<file path="config.mk">
export PLATFORM = sky130hd
export DESIGN_NAME = pipelined_slice_adder
export DESIGN_NICKNAME = d
export VERILOG_FILES = /design/src/rtl/pipelined_slice_adder.sv
export SDC_FILE = /design/constraint.sdc
export NUM_CORES = 1
export LEC_CHECK = 0
export CAP_MARGIN = 20
export CORE_MARGIN = 5
export CORE_UTILIZATION = 54
export DETAILED_ROUTE_END_ITERATION = 6
export GPL_TIMING_DRIVEN = 0
export PLACE_DENSITY = 0.76
export SYNTH_ARGS = -nofsm -noshare
export SYNTH_HDL_FRONTEND = slang
export SYNTH_SLANG_ARGS = --single-unit
</file>
<file path="constraint.sdc">
create_clock -name clk -period 1.6 [get_ports clk]
set_input_delay 0.24 -clock clk [delete_from_list [all_inputs] [get_ports clk]]
set_output_delay 0.24 -clock clk [all_outputs]
set_load 0.01 [all_outputs]
</file>
<file path="src/rtl/pipelined_slice_adder.sv">
// Pipelined WIDTH-bit adder: one register stage per SLICE-bit slice, carry ripples stage to
// stage, lower sum slices and carries are deskewed so a whole result emerges at once.
module pipelined_slice_adder #(
   parameter int WIDTH = 8,
   parameter int SLICE = 2
) (
   input  logic                     clk,
   input  logic                     rst_n,
   input  logic                     in_valid,
   output logic                     in_ready,
   input  logic [WIDTH-1:0]         a,
   input  logic [WIDTH-1:0]         b,
   input  logic                     cin,
   output logic                     out_valid,
   input  logic                     out_ready,
   output logic [WIDTH-1:0]         sum,
   output logic                     cout,
   output logic                     ovf,
   output logic [WIDTH/SLICE-1:0]   slice_carry
);

   localparam int STAGES = WIDTH / SLICE;

   if ((SLICE < 1) || ((WIDTH % SLICE) != 0)) begin : g_param_check
      $error("pipelined_slice_adder: WIDTH must be a non-zero multiple of SLICE");
   end

   logic adv;

   assign adv      = !out_valid || out_ready;
   assign in_ready = adv;

   for (genvar k = 0; k < STAGES; k++) begin : g_stage
      logic              v_in;
      logic              c_in;
      logic [WIDTH-1:0]  a_in;
      logic [WIDTH-1:0]  b_in;
      logic [WIDTH-1:0]  sum_in;
      logic [STAGES-1:0] carry_in;
      logic [SLICE:0]    slice_add;
      logic [WIDTH-1:0]  sum_nxt;
      logic [STAGES-1:0] carry_nxt;

      logic              valid_q;
      logic [WIDTH-1:0]  a_q;
      logic [WIDTH-1:0]  b_q;
      logic [WIDTH-1:0]  sum_q;
      logic [STAGES-1:0] carry_q;

      if (k == 0) begin : g_head
         assign v_in     = in_valid;
         assign a_in     = a;
         assign b_in     = b;
         assign sum_in   = '0;
         assign carry_in = '0;
         assign c_in     = cin;
      end else begin : g_body
         assign v_in     = g_stage[k-1].valid_q;
         assign a_in     = g_stage[k-1].a_q;
         assign b_in     = g_stage[k-1].b_q;
         assign sum_in   = g_stage[k-1].sum_q;
         assign carry_in = g_stage[k-1].carry_q;
         assign c_in     = g_stage[k-1].carry_q[k-1];
      end

      assign slice_add = {1'b0, a_in[k*SLICE +: SLICE]} + {1'b0, b_in[k*SLICE +: SLICE]}
                       + {{SLICE{1'b0}}, c_in};

      // Slices below k pass through unchanged; only this stage's slice and carry are new.
      always_comb begin
         sum_nxt                   = sum_in;
         sum_nxt[k*SLICE +: SLICE] = slice_add[SLICE-1:0];
         carry_nxt                 = carry_in;
         carry_nxt[k]              = slice_add[SLICE];
      end

      always_ff @(posedge clk or negedge rst_n) begin
         if (!rst_n) begin
            valid_q <= 1'b0;
            a_q     <= '0;
            b_q     <= '0;
            sum_q   <= '0;
            carry_q <= '0;
         end else if (adv) begin
            valid_q <= v_in;
            a_q     <= a_in;
            b_q     <= b_in;
            sum_q   <= sum_nxt;
            carry_q <= carry_nxt;
         end
      end
   end

   assign out_valid   = g_stage[STAGES-1].valid_q;
   assign sum         = g_stage[STAGES-1].sum_q;
   assign slice_carry = g_stage[STAGES-1].carry_q;
   assign cout        = g_stage[STAGES-1].carry_q[STAGES-1];
   assign ovf         = (g_stage[STAGES-1].a_q[WIDTH-1] == g_stage[STAGES-1].b_q[WIDTH-1])
                     && (g_stage[STAGES-1].sum_q[WIDTH-1] != g_stage[STAGES-1].a_q[WIDTH-1]);

   // Only the operand MSBs are needed at the output; the rest of the last stage is dead.
   logic unused_ops;
   assign unused_ops = ^{g_stage[STAGES-1].a_q, g_stage[STAGES-1].b_q};

endmodule

</file>
Yosys cells after proc, flatten, opt, wreduce, memory -nomap -nowiden
Index checks and enable logic that the tools add are counted.
- register bits: 98
- output and inout bits: 16
- eq/ne operators: 2
- $add $sub $neg: 8
- reductions and logical operators: 3
- operators with widths (operator ; count):
    adder 2 x 2 -> 3 bit ; 4
    adder 3 x 1 -> 3 bit ; 4
    equality test 1 bit ; 1
    logical AND 1 bit ; 1
    logical NOT 1 bit ; 1
    logical OR 1 bit ; 1
    != test 1 bit ; 1

Logic depth before layout (Yosys ltp)
Gate-level depths: netlist of the first run.
- word-level depth: 2
- depth in mapped cells: 6
- mapped depth without buffers: 4

Worst setup path after synthesis of the first run
OpenSTA, ideal clock, no wires.
- path kind: reg-to-reg
- start point: register g_stage[2].a_q[6]
- end point: register g_stage[3].sum_q[7] (netlist: sum[7])
- library setup time: 0.125 ns
- data arrival time: 1.321 ns
- period minus slack after synthesis: 1.446 ns
- data required time: 1.475 ns
- stages on the path, launching flop included: 5
- path slack: 0.154 ns
- buffers on the path: 0
- path through: dfrtp_1 inv_1 fa_1 fa_1 a21oi_1
- longest elaborated chain between the ends: 2
- ends and longest elaborated chain (what ; line ; RTL):
    start, declared ; 45 ; logic [WIDTH-1:0] a_q;
    start signal, assigned ; 86 ; a_q <= a_in;
    adder 2 x 2 -> 3 bit ; 66 ; assign slice_add = {1'b0, a_in[k*SLICE +: SLICE]} + {1'b0, b_in[k*SLICE +: SLICE]}
    adder 3 x 1 -> 3 bit ; 67 ; + {{SLICE{1'b0}}, c_in};
    end signal, assigned ; 88 ; sum_q <= sum_nxt;
    end, declared ; 47 ; logic [WIDTH-1:0] sum_q;
No other way between the ends.
A chain may end at the register's enable or synchronous reset.

Worst setup path in the final report of the first run
- start point: input port a[0]
- end point: register g_stage[0].sum_q[1]
- longest elaborated chain between the ends: 2
- ends and longest elaborated chain (what ; line ; RTL):
    start, declared ; 11 ; input logic [WIDTH-1:0] a,
    adder 2 x 2 -> 3 bit ; 66 ;
    adder 3 x 1 -> 3 bit ; 67 ;
    end signal, assigned ; 88 ;
    end, declared ; 47 ;
No other way between the ends.

==> impl_metrics.prom, run 1 <==
# TYPE chip_impl_metric gauge
chip_impl_metric{name="switching_share",unit="%"} 28.8
chip_impl_info{name="crit_path_cell_trace",value="clkdlybuf4s50_1 -> inv_1 -> fa_1 -> fa_1 -> a21oi_1"} 1
chip_impl_info{name="cp-startpoint",value="a[0]"} 1
chip_impl_metric{name="pwr-share-seq",unit="%"} 39.6
chip_impl_info{name="unrepaired_setup_endpoints_after_global_routing",value="no"} 1
chip_impl_metric{name="initial_cell_density_of_the_core",unit="%"} 54.7
chip_impl_metric{name="post_synth_inst_count",unit=""} 170
chip_impl_metric{name="cts_max_path_buffers",unit=""} 2
chip_impl_metric{name="detail_route.wirelength",unit="mm"} 4.64
chip_impl_info{name="synth_most_common_cell",value="dfrtp_1"} 1
chip_impl_metric{name="internal_power",unit="uW"} 4710
chip_impl_metric{name="cp_depth",unit=""} 5
chip_impl_metric{name="fin_hold_ws",unit="ns"} 0.225
chip_impl_info{name="critPathKind",value="in -> reg"} 1
chip_impl_info{name="path_delay_family",value="adder cells"} 1
chip_impl_metric{name="finalMaxSlewViolations",unit=""} 0
chip_impl_metric{name="placeableCoreArea",unit="mm2"} 0.00504
chip_impl_metric{name="postSynth.asyncResetShare",unit="%"} 100
chip_impl_metric{name="fin_area",unit="mm2"} 0.00347
chip_impl_metric{name="top_cell_type_s_share_of_synthesized_area",unit="%"} 54.4
chip_impl_metric{name="worstPathRequired",unit="ns"} 1.81
chip_impl_metric{name="route.detailed.drc",unit=""} 0
chip_impl_info{name="synth_area_leaders",value="dfrtp_1, mux2_4, fa_1, buf_12, inv_1"} 1
chip_impl_info{name="cts_root_buffer",value="clkbuf_8"} 1
chip_impl_metric{name="tns",unit="ns"} 0
chip_impl_info{name="crit_path_top_delay_cell",value="fa_1"} 1
chip_impl_metric{name="fin_skew",unit="ns"} 0.00640
chip_impl_metric{name="p_comb_share",unit="%"} 40.0
chip_impl_metric{name="detailed_routing_iteration_count_for_the_pre_antenna_repair_pass",unit=""} 4
chip_impl_info{name="synthFlopType",value="dfrtp_1"} 1
chip_impl_metric{name="design.final.nets",unit=""} 254
chip_impl_metric{name="path_buf_inv",unit=""} 2
chip_impl_metric{name="dr_wl_met2",unit="mm"} 2.14
chip_impl_metric{name="synth_warnings",unit=""} 0
chip_impl_metric{name="switchingPower",unit="uW"} 1910
chip_impl_metric{name="htree_num_levels",unit=""} 3
chip_impl_metric{name="fp.dieW",unit="um"} 81.5
chip_impl_info{name="clock_tree_from_tritoncts",value="done"} 1
chip_impl_metric{name="dr_total_vias",unit=""} 1457
chip_impl_metric{name="antenna_diode_instance_count",unit=""} 0
chip_impl_metric{name="reg2reg_setup_slack",unit="ns"} 0.09
chip_impl_metric{name="dieHeight",unit="um"} 81.5
chip_impl_metric{name="drv_cap",unit=""} 0
chip_impl_metric{name="fin_util",unit="%"} 68.7
chip_impl_metric{name="synth.yosys.seq_area_share",unit="%"} 54.4
chip_impl_metric{name="synth.ff_latch_count",unit=""} 60
chip_impl_info{name="hold_path_class",value="in -> reg"} 1
chip_impl_metric{name="min_period_over_period",unit="%"} 94.8
chip_impl_metric{name="detail_route.iter0.violations",unit=""} 33
chip_impl_metric{name="relSlewSlack",unit="%"} 60.6
chip_impl_metric{name="postSynthNetCount",unit=""} 199
chip_impl_metric{name="cts_sinks",unit=""} 60
chip_impl_metric{name="worst_slew_pin_slew",unit="ns"} 0.591
chip_impl_info{name="critical_path.startpoint_type",value="input port"} 1
chip_impl_metric{name="dpl_cell_area",unit="mm2"} 0.00321
chip_impl_metric{name="io-pin-count",unit=""} 37
chip_impl_metric{name="antenna_found_initial",unit=""} 0
chip_impl_metric{name="clockPowerShare",unit="%"} 20.4
chip_impl_metric{name="mappedNetlistArea",unit="mm2"} 0.00276
chip_impl_metric{name="postSynthAreaPerCell",unit="um2"} 16.2
chip_impl_info{name="timing.critical_path.mode_cell",value="fa_1"} 1
chip_impl_metric{name="placementRows",unit=""} 26
chip_impl_info{name="outcome",value="finished clean"} 1
chip_impl_metric{name="pin_count_of_the_biggest_net_entering_global_routing",unit=""} 36
chip_impl_info{name="crit_path_end",value="g_stage[0].sum_q[1]"} 1
chip_impl_metric{name="number_of_enable_flip_flop_cells_after_synthesis",unit=""} 0
chip_impl_metric{name="critical_path_fanout_max",unit=""} 1
chip_impl_info{name="r2r_end",value="g_stage[1].sum_q[3]"} 1
chip_impl_metric{name="grt_pass1_vias",unit=""} 1589
chip_impl_info{name="yosys-top-cells-count",value="dfrtp_1, mux2_4, inv_1"} 1
chip_impl_metric{name="floorplan.die_area",unit="mm2"} 0.00664
chip_impl_metric{name="power.leakage",unit="uW"} 0.00168
chip_impl_metric{name="placement.io_buffers",unit=""} 35
chip_impl_metric{name="grt_util_all_layers",unit="%"} 16.6
chip_impl_metric{name="power.density_cell_area",unit="mW/mm2"} 1910
chip_impl_metric{name="drive_gt1_share",unit="%"} 34.8
chip_impl_metric{name="area_delta_synth_final",unit="%"} 25.6
chip_impl_metric{name="final_hold_viol_count",unit=""} 0
chip_impl_info{name="synth.largest_area_cell",value="dfrtp_1"} 1
chip_impl_metric{name="fin_total_pwr",unit="uW"} 6620
chip_impl_metric{name="arrival",unit="ns"} 1.73
chip_impl_metric{name="drt.antenna.violating_nets",unit=""} 0
chip_impl_metric{name="avgRoutedWirePerCell",unit="um"} 15.5
chip_impl_metric{name="max_clock_freq",unit="GHz"} 0.659
chip_impl_metric{name="drt-met1-wl",unit="mm"} 2.16
chip_impl_metric{name="met3_wirelength",unit="um"} 212
chip_impl_metric{name="numCtsBuffers",unit=""} 9
chip_impl_metric{name="gp_congestion",unit=""} 0.729
chip_impl_metric{name="worst_skew_pair.late_latency",unit="ns"} 0.33
chip_impl_metric{name="timing.final.setup_violations",unit=""} 0
chip_impl_metric{name="cts.reportedPaths.clkPinSlew",unit="ns"} 0.07
chip_impl_info{name="top_signal_layer_used",value="met4"} 1
chip_impl_info{name="reg2reg_from",value="g_stage[0].a_q[2]"} 1
chip_impl_metric{name="vias_per_cell",unit=""} 4.86
chip_impl_metric{name="grt_pass1_wl",unit="mm"} 7.91
chip_impl_metric{name="slowest_delay",unit="ns"} 0.50
chip_impl_metric{name="finalWorstPathRequiredPeriod",unit="ns"} 1.52
chip_impl_metric{name="global_route.overflow_total",unit=""} 0
chip_impl_info{name="setup.worst_path.end_class",value="flip-flop"} 1
chip_impl_metric{name="power.ir.vdd_worst",unit="mV"} 0.861
chip_impl_metric{name="synth.lib_cells_used.distinct",unit=""} 16
chip_impl_metric{name="worst-r2r-cell-count",unit=""} 4
chip_impl_metric{name="detailedPlacementHpwl",unit="mm"} 3.20
[logic make-up after synthesis]
family | count (synthesis) | synth area share (%)
and+or+nand+nor | 13 | 3.54
muxes | 50 | 26.4
AOI/OAI and AO/OA | 10 | 1.86
adders and majority gates | 8 | 5.80
DFF | 60 | 54.4
buffers and inverters | 29 | 7.98
[what timing repair did]
| item | CTS | global route |
|---|---|---|
| resized for setup | 9 | 0 |
| setup buffers | 1 | 7 |
| cloned | 0 | 0 |
| hold buffers | 1 | 0 |
| pin swaps | 0 | 0 |
| endpoints found under the hold margin | 25 | 0 |
| setup endpoints to repair | 4 | 1 |
[cells in the final DEF (no fill, tap or decap), types with 3 or more instances in the layout]
master and n:
a21oi_1 9, buf_12 6, buf_4 9, clkbuf_1 4, clkbuf_8 11, clkdlybuf4s50_1 30, dfrtp_1 59, dlygate4sd2_1 3
fa_1 8, inv_1 20, mux2_4 45, mux2i_1 3, nor3b_1 9
[layer usage]
metal	global-route usage, %	up-vias
li1	-	675
met1	21.5	740
met2	25.0	31
met3	4.50	11
met4	10.1	0
met5	0	-
[sequential cells by signal, indices dropped and copies added, names as in the netlist]
name / flops
out_valid: 1
slice_carry: 4
sum: 8
g_stage.a_q: 13
g_stage.sum_q: 12
g_stage.carry_q: 6
g_stage.b_q: 13
g_stage.valid_q: 3
[cell type report]
| cell class | instances | area [um2] |
|---|---|---|
| clock buffers | 15 | 166 |
| inverters | 20 | 75.1 |
| repair buffers | 45 | 433 |
| flip-flops and latches | 60 | 1500 |
| clock inverters | 1 | 30.0 |
| fillers | 354 | 1580 |
| plain buffers | 8 | 134 |
| well taps | 70 | 87.6 |
| multi-input cells | 81 | 1040 |
[worst reg2reg max path, stage by stage, from the launching register on]
cell and delay [ns]:
dfrtp_1 0.35, inv_1 0.06, fa_1 0.43, fa_1 0.49
a21oi_1 0.06
[power groups by stage]
stage                     sequential (uW)  combinational (uW)  clock (uW)
final                                2620                2650        1350
after global routing                 2710                2890        1460
after CTS                            2620                2630        1390
after detailed placement             2660                2610           0
after global placement               2620                2510           0
after floorplan                      2600                1790           0
[worst min-delay path by stage]
| stage | from | to | slack (ns) | depth (start not counted) |
|---|---|---|---|---|
| 6_report | out_ready | g_stage[2].sum_q[4] | 0.23 | 3 |
| 5_1_grt | out_ready | sum[7] | 0.24 | 3 |
| 4_1_cts | out_ready | g_stage[2].sum_q[4] | 0.21 | 3 |
| 3_5_place_dp | rst_n | sum[0] | 0.28 | 1 |
| 3_3_place_gp | g_stage[2].valid_q | out_valid | 0.45 | 1 |
| 2_1_floorplan | rst_n | g_stage[0].a_q[2] | -0.06 | 0 |
[metrics by stage]
stage	setup slack, ns	cells
after global routing	0.00335	300
after detailed placement	-0.292	276
after floorplan	0.154	170
after global placement	-1.40	275
final	0.0833	300
after CTS	-0.0509	293
Note: power is estimated with default switching activity, not from simulation.
==> run 2, diff against run 1 <==
==> constraint.sdc (replaced) <==
create_clock -name clk -period 1.5 [get_ports clk]
set_input_delay 0.225 -clock clk [delete_from_list [all_inputs] [get_ports clk]]
set_output_delay 0.225 -clock clk [all_outputs]
set_load 0.01 [all_outputs]
==> impl_metrics.prom, run 2 (same netlist as run 1, synthesis figures left out) <==
# TYPE chip_impl_metric gauge
chip_impl_info{name="critPathKind",value="in -> reg"} 1
chip_impl_metric{name="min_period_over_period",unit="%"} 99.0
chip_impl_metric{name="cts_sinks",unit=""} 60
chip_impl_info{name="r2r_end",value="g_stage[1].sum_q[3]"} 1
chip_impl_metric{name="internal_power",unit="uW"} 5040
chip_impl_metric{name="area_of_the_multi_input_gates",unit="mm2"} 0.00105
chip_impl_metric{name="numCtsBuffers",unit=""} 9
chip_impl_metric{name="fin_skew",unit="ns"} 0.00616
chip_impl_metric{name="worst-r2r-cell-count",unit=""} 4
chip_impl_metric{name="max_clock_freq",unit="GHz"} 0.674
chip_impl_info{name="unrepaired_setup_endpoints_after_global_routing",value="yes"} 1
chip_impl_metric{name="fin_area",unit="mm2"} 0.00351
chip_impl_metric{name="fin_hold_ws",unit="ns"} 0.209
chip_impl_info{name="layout_top_registers",value="g_stage.a_q: 13 flops, g_stage.b_q: 13 flops, g_stage.sum_q: 12 flops"} 1
chip_impl_metric{name="global_route.overflow_total",unit=""} 0
chip_impl_metric{name="io-pin-count",unit=""} 37
chip_impl_metric{name="initial_cell_density_of_the_core",unit="%"} 54.7
chip_impl_info{name="hold_path_class",value="in -> reg"} 1
chip_impl_info{name="reg2reg_from",value="g_stage[0].a_q[2]"} 1
chip_impl_metric{name="worst_slew_pin_slew",unit="ns"} 0.591
chip_impl_info{name="cp-startpoint",value="b[0]"} 1
chip_impl_metric{name="fp.dieW",unit="um"} 81.5
chip_impl_metric{name="avgRoutedWirePerCell",unit="um"} 15.7
chip_impl_metric{name="gp_congestion",unit=""} 0.729
chip_impl_metric{name="detail_route.iter0.violations",unit=""} 39
chip_impl_metric{name="p_comb_share",unit="%"} 40.6
chip_impl_metric{name="fin_total_pwr",unit="uW"} 7110
chip_impl_metric{name="drive_gt1_share",unit="%"} 38.8
chip_impl_metric{name="vias_per_cell",unit=""} 4.86
chip_impl_info{name="setup.worst_path.end_class",value="flip-flop"} 1
chip_impl_metric{name="pin_count_of_the_biggest_net_entering_global_routing",unit=""} 36
chip_impl_metric{name="dpl_cell_area",unit="mm2"} 0.00321
chip_impl_metric{name="detailedPlacementHpwl",unit="mm"} 3.20
chip_impl_metric{name="timing.final.setup_violations",unit=""} 0
chip_impl_metric{name="switchingPower",unit="uW"} 2070
chip_impl_info{name="outcome",value="finished clean"} 1
chip_impl_metric{name="switching_share",unit="%"} 29.1
chip_impl_metric{name="antenna_diode_instance_count",unit=""} 0
chip_impl_metric{name="detail_route.wirelength",unit="mm"} 4.75
chip_impl_metric{name="pwr-share-seq",unit="%"} 39.1
chip_impl_metric{name="arrival",unit="ns"} 1.69
chip_impl_metric{name="place_inst",unit=""} 276
chip_impl_metric{name="htree_num_levels",unit=""} 3
chip_impl_metric{name="route.detailed.drc",unit=""} 0
chip_impl_metric{name="placeableCoreArea",unit="mm2"} 0.00504
chip_impl_info{name="crit_path_end",value="g_stage[0].sum_q[1]"} 1
chip_impl_info{name="crit_path_top_delay_cell",value="fa_1"} 1
chip_impl_metric{name="seqCellArea",unit="mm2"} 0.00150
chip_impl_metric{name="finalMaxSlewViolations",unit=""} 0
chip_impl_metric{name="dieHeight",unit="um"} 81.5
chip_impl_info{name="cts_root_buffer",value="clkbuf_8"} 1
chip_impl_metric{name="worst_skew_pair.late_latency",unit="ns"} 0.34
chip_impl_info{name="clock_tree_from_tritoncts",value="done"} 1
chip_impl_metric{name="placementRows",unit=""} 26
chip_impl_metric{name="grt_util_all_layers",unit="%"} 17.0
chip_impl_metric{name="cts.reportedPaths.clkPinSlew",unit="ns"} 0.07
chip_impl_metric{name="dr_total_vias",unit=""} 1469
chip_impl_metric{name="detailed_routing_iteration_count_for_the_pre_antenna_repair_pass",unit=""} 4
chip_impl_metric{name="antenna_found_initial",unit=""} 0
chip_impl_metric{name="drv_cap",unit=""} 0
chip_impl_info{name="layout_common_cells",value="dfrtp_1, mux2_4, clkdlybuf4s50_1"} 1
chip_impl_metric{name="reg2reg_setup_slack",unit="ns"} 0.03
chip_impl_metric{name="power.density_cell_area",unit="mW/mm2"} 2020
chip_impl_metric{name="critical_path_fanout_max",unit=""} 1
chip_impl_metric{name="grt_pass1_wl",unit="mm"} 8.06
chip_impl_metric{name="cts_max_path_buffers",unit=""} 2
chip_impl_metric{name="power.ir.vdd_worst",unit="mV"} 0.880
chip_impl_metric{name="clockPowerShare",unit="%"} 20.3
chip_impl_metric{name="relSlewSlack",unit="%"} 60.6
chip_impl_metric{name="area_delta_synth_final",unit="%"} 27.3
chip_impl_metric{name="finalNonFillerCells",unit=""} 302
chip_impl_metric{name="drt.antenna.violating_nets",unit=""} 0
chip_impl_metric{name="design.final.nets",unit=""} 256
chip_impl_metric{name="tns",unit="ns"} 0
chip_impl_metric{name="final_hold_viol_count",unit=""} 0
chip_impl_metric{name="finalWorstPathRequiredPeriod",unit="ns"} 1.48
chip_impl_metric{name="grt_pass1_vias",unit=""} 1627
chip_impl_metric{name="floorplan.die_area",unit="mm2"} 0.00664
chip_impl_metric{name="worstPathRequired",unit="ns"} 1.71
chip_impl_metric{name="power.leakage",unit="uW"} 0.00174
chip_impl_info{name="critical_path.startpoint_type",value="input port"} 1
chip_impl_metric{name="placement.io_buffers",unit=""} 35
chip_impl_metric{name="fillerInstances",unit=""} 350
chip_impl_metric{name="slowest_delay",unit="ns"} 0.54
chip_impl_info{name="crit_path_cell_trace",value="clkdlybuf4s50_1 -> inv_1 -> fa_2 -> fa_1 -> a21oi_2"} 1
chip_impl_info{name="layout_commonest_cell",value="dfrtp_1"} 1
==> run 2: routing by layer <==
metal / track usage [%] / wire, um / vias up
met5: 0 / 0 / -
met4: 10.1 / 136 / 0
met3: 4.50 / 227 / 13
met2: 26.0 / 2280 / 34
met1: 21.6 / 2100 / 745
li1: - / - / 677
==> run 2: cell type report <==
type                            count  share of cell area, %
Tap cell                           70                   2.49
Timing Repair Buffer               47                   13.0
Clock inverter                      1                  0.855
Inverter                           20                   2.14
Clock buffer                       15                   4.74
Buffer                              8                   3.96
Multi-Input combinational cell     81                   30.0
Sequential cell                    60                   42.8
==> run 2: how the worst min path moves through the flow <==
stage                  startpoint             endpoint  slack (ns)  depth (start not counted)
6_report                out_ready  g_stage[2].sum_q[5]        0.21                          3
5_1_grt                 out_ready  g_stage[2].sum_q[5]        0.20                          3
4_1_cts                 out_ready  g_stage[2].sum_q[4]        0.20                          3
3_5_place_dp                rst_n               sum[0]        0.26                          1
3_3_place_gp   g_stage[2].valid_q            out_valid        0.45                          1
2_1_floorplan               rst_n    g_stage[0].a_q[2]       -0.07                          0
==> run 2: critical path, delay by kind of cell <==
| kind | cells | cell delay [ns] |
|---|---|---|
| buffers and inverters | 2 | 0.51 |
| adder cells (fa/ha/maj) | 2 | 0.89 |
| AO/OA/AOI/OAI | 1 | 0.06 |
==> run 2: stage by stage <==
| stage | util, % | worst slack, ns |
|---|---|---|
| after global placement | 63.4 | -1.48 |
| after global routing | 69.6 | -0.0220 |
| final | 69.6 | 0.0156 |
| after CTS | 68.2 | -0.00998 |
| after floorplan | - | 0.0537 |
| after detailed placement | 63.7 | -0.377 |
==> run 2: what timing repair did <==
item | 4_1_cts | 5_1_grt
buffers inserted | 4 | 6
resized for setup | 16 | 13
hold endpoints to repair | 25 | 0
pin swaps | 0 | 2
hold buffers | 1 | 0
setup endpoints to repair | 10 | 12
==> run 2: power by group through the flow <==
stage	clock network, uW	registers, uW	logic, uW
floorplan	0	2780	1910
global placement	0	2790	2680
detailed placement	0	2840	2780
CTS	1480	2790	2840
global route	1560	2870	3160
finish	1440	2780	2890
==> run 3, diff against run 2 <==
--- a/config.mk
+++ b/config.mk
@@ -8,6 +8,7 @@
 export CAP_MARGIN = 20
 export CORE_MARGIN = 5
 export CORE_UTILIZATION = 54
+export CTS_CLUSTER_SIZE = 25
 export DETAILED_ROUTE_END_ITERATION = 6
 export GPL_TIMING_DRIVEN = 0
 export PLACE_DENSITY = 0.76
==> results of run 3 <==
No change in the layout: final DEF, timing and power equal those of run 2.
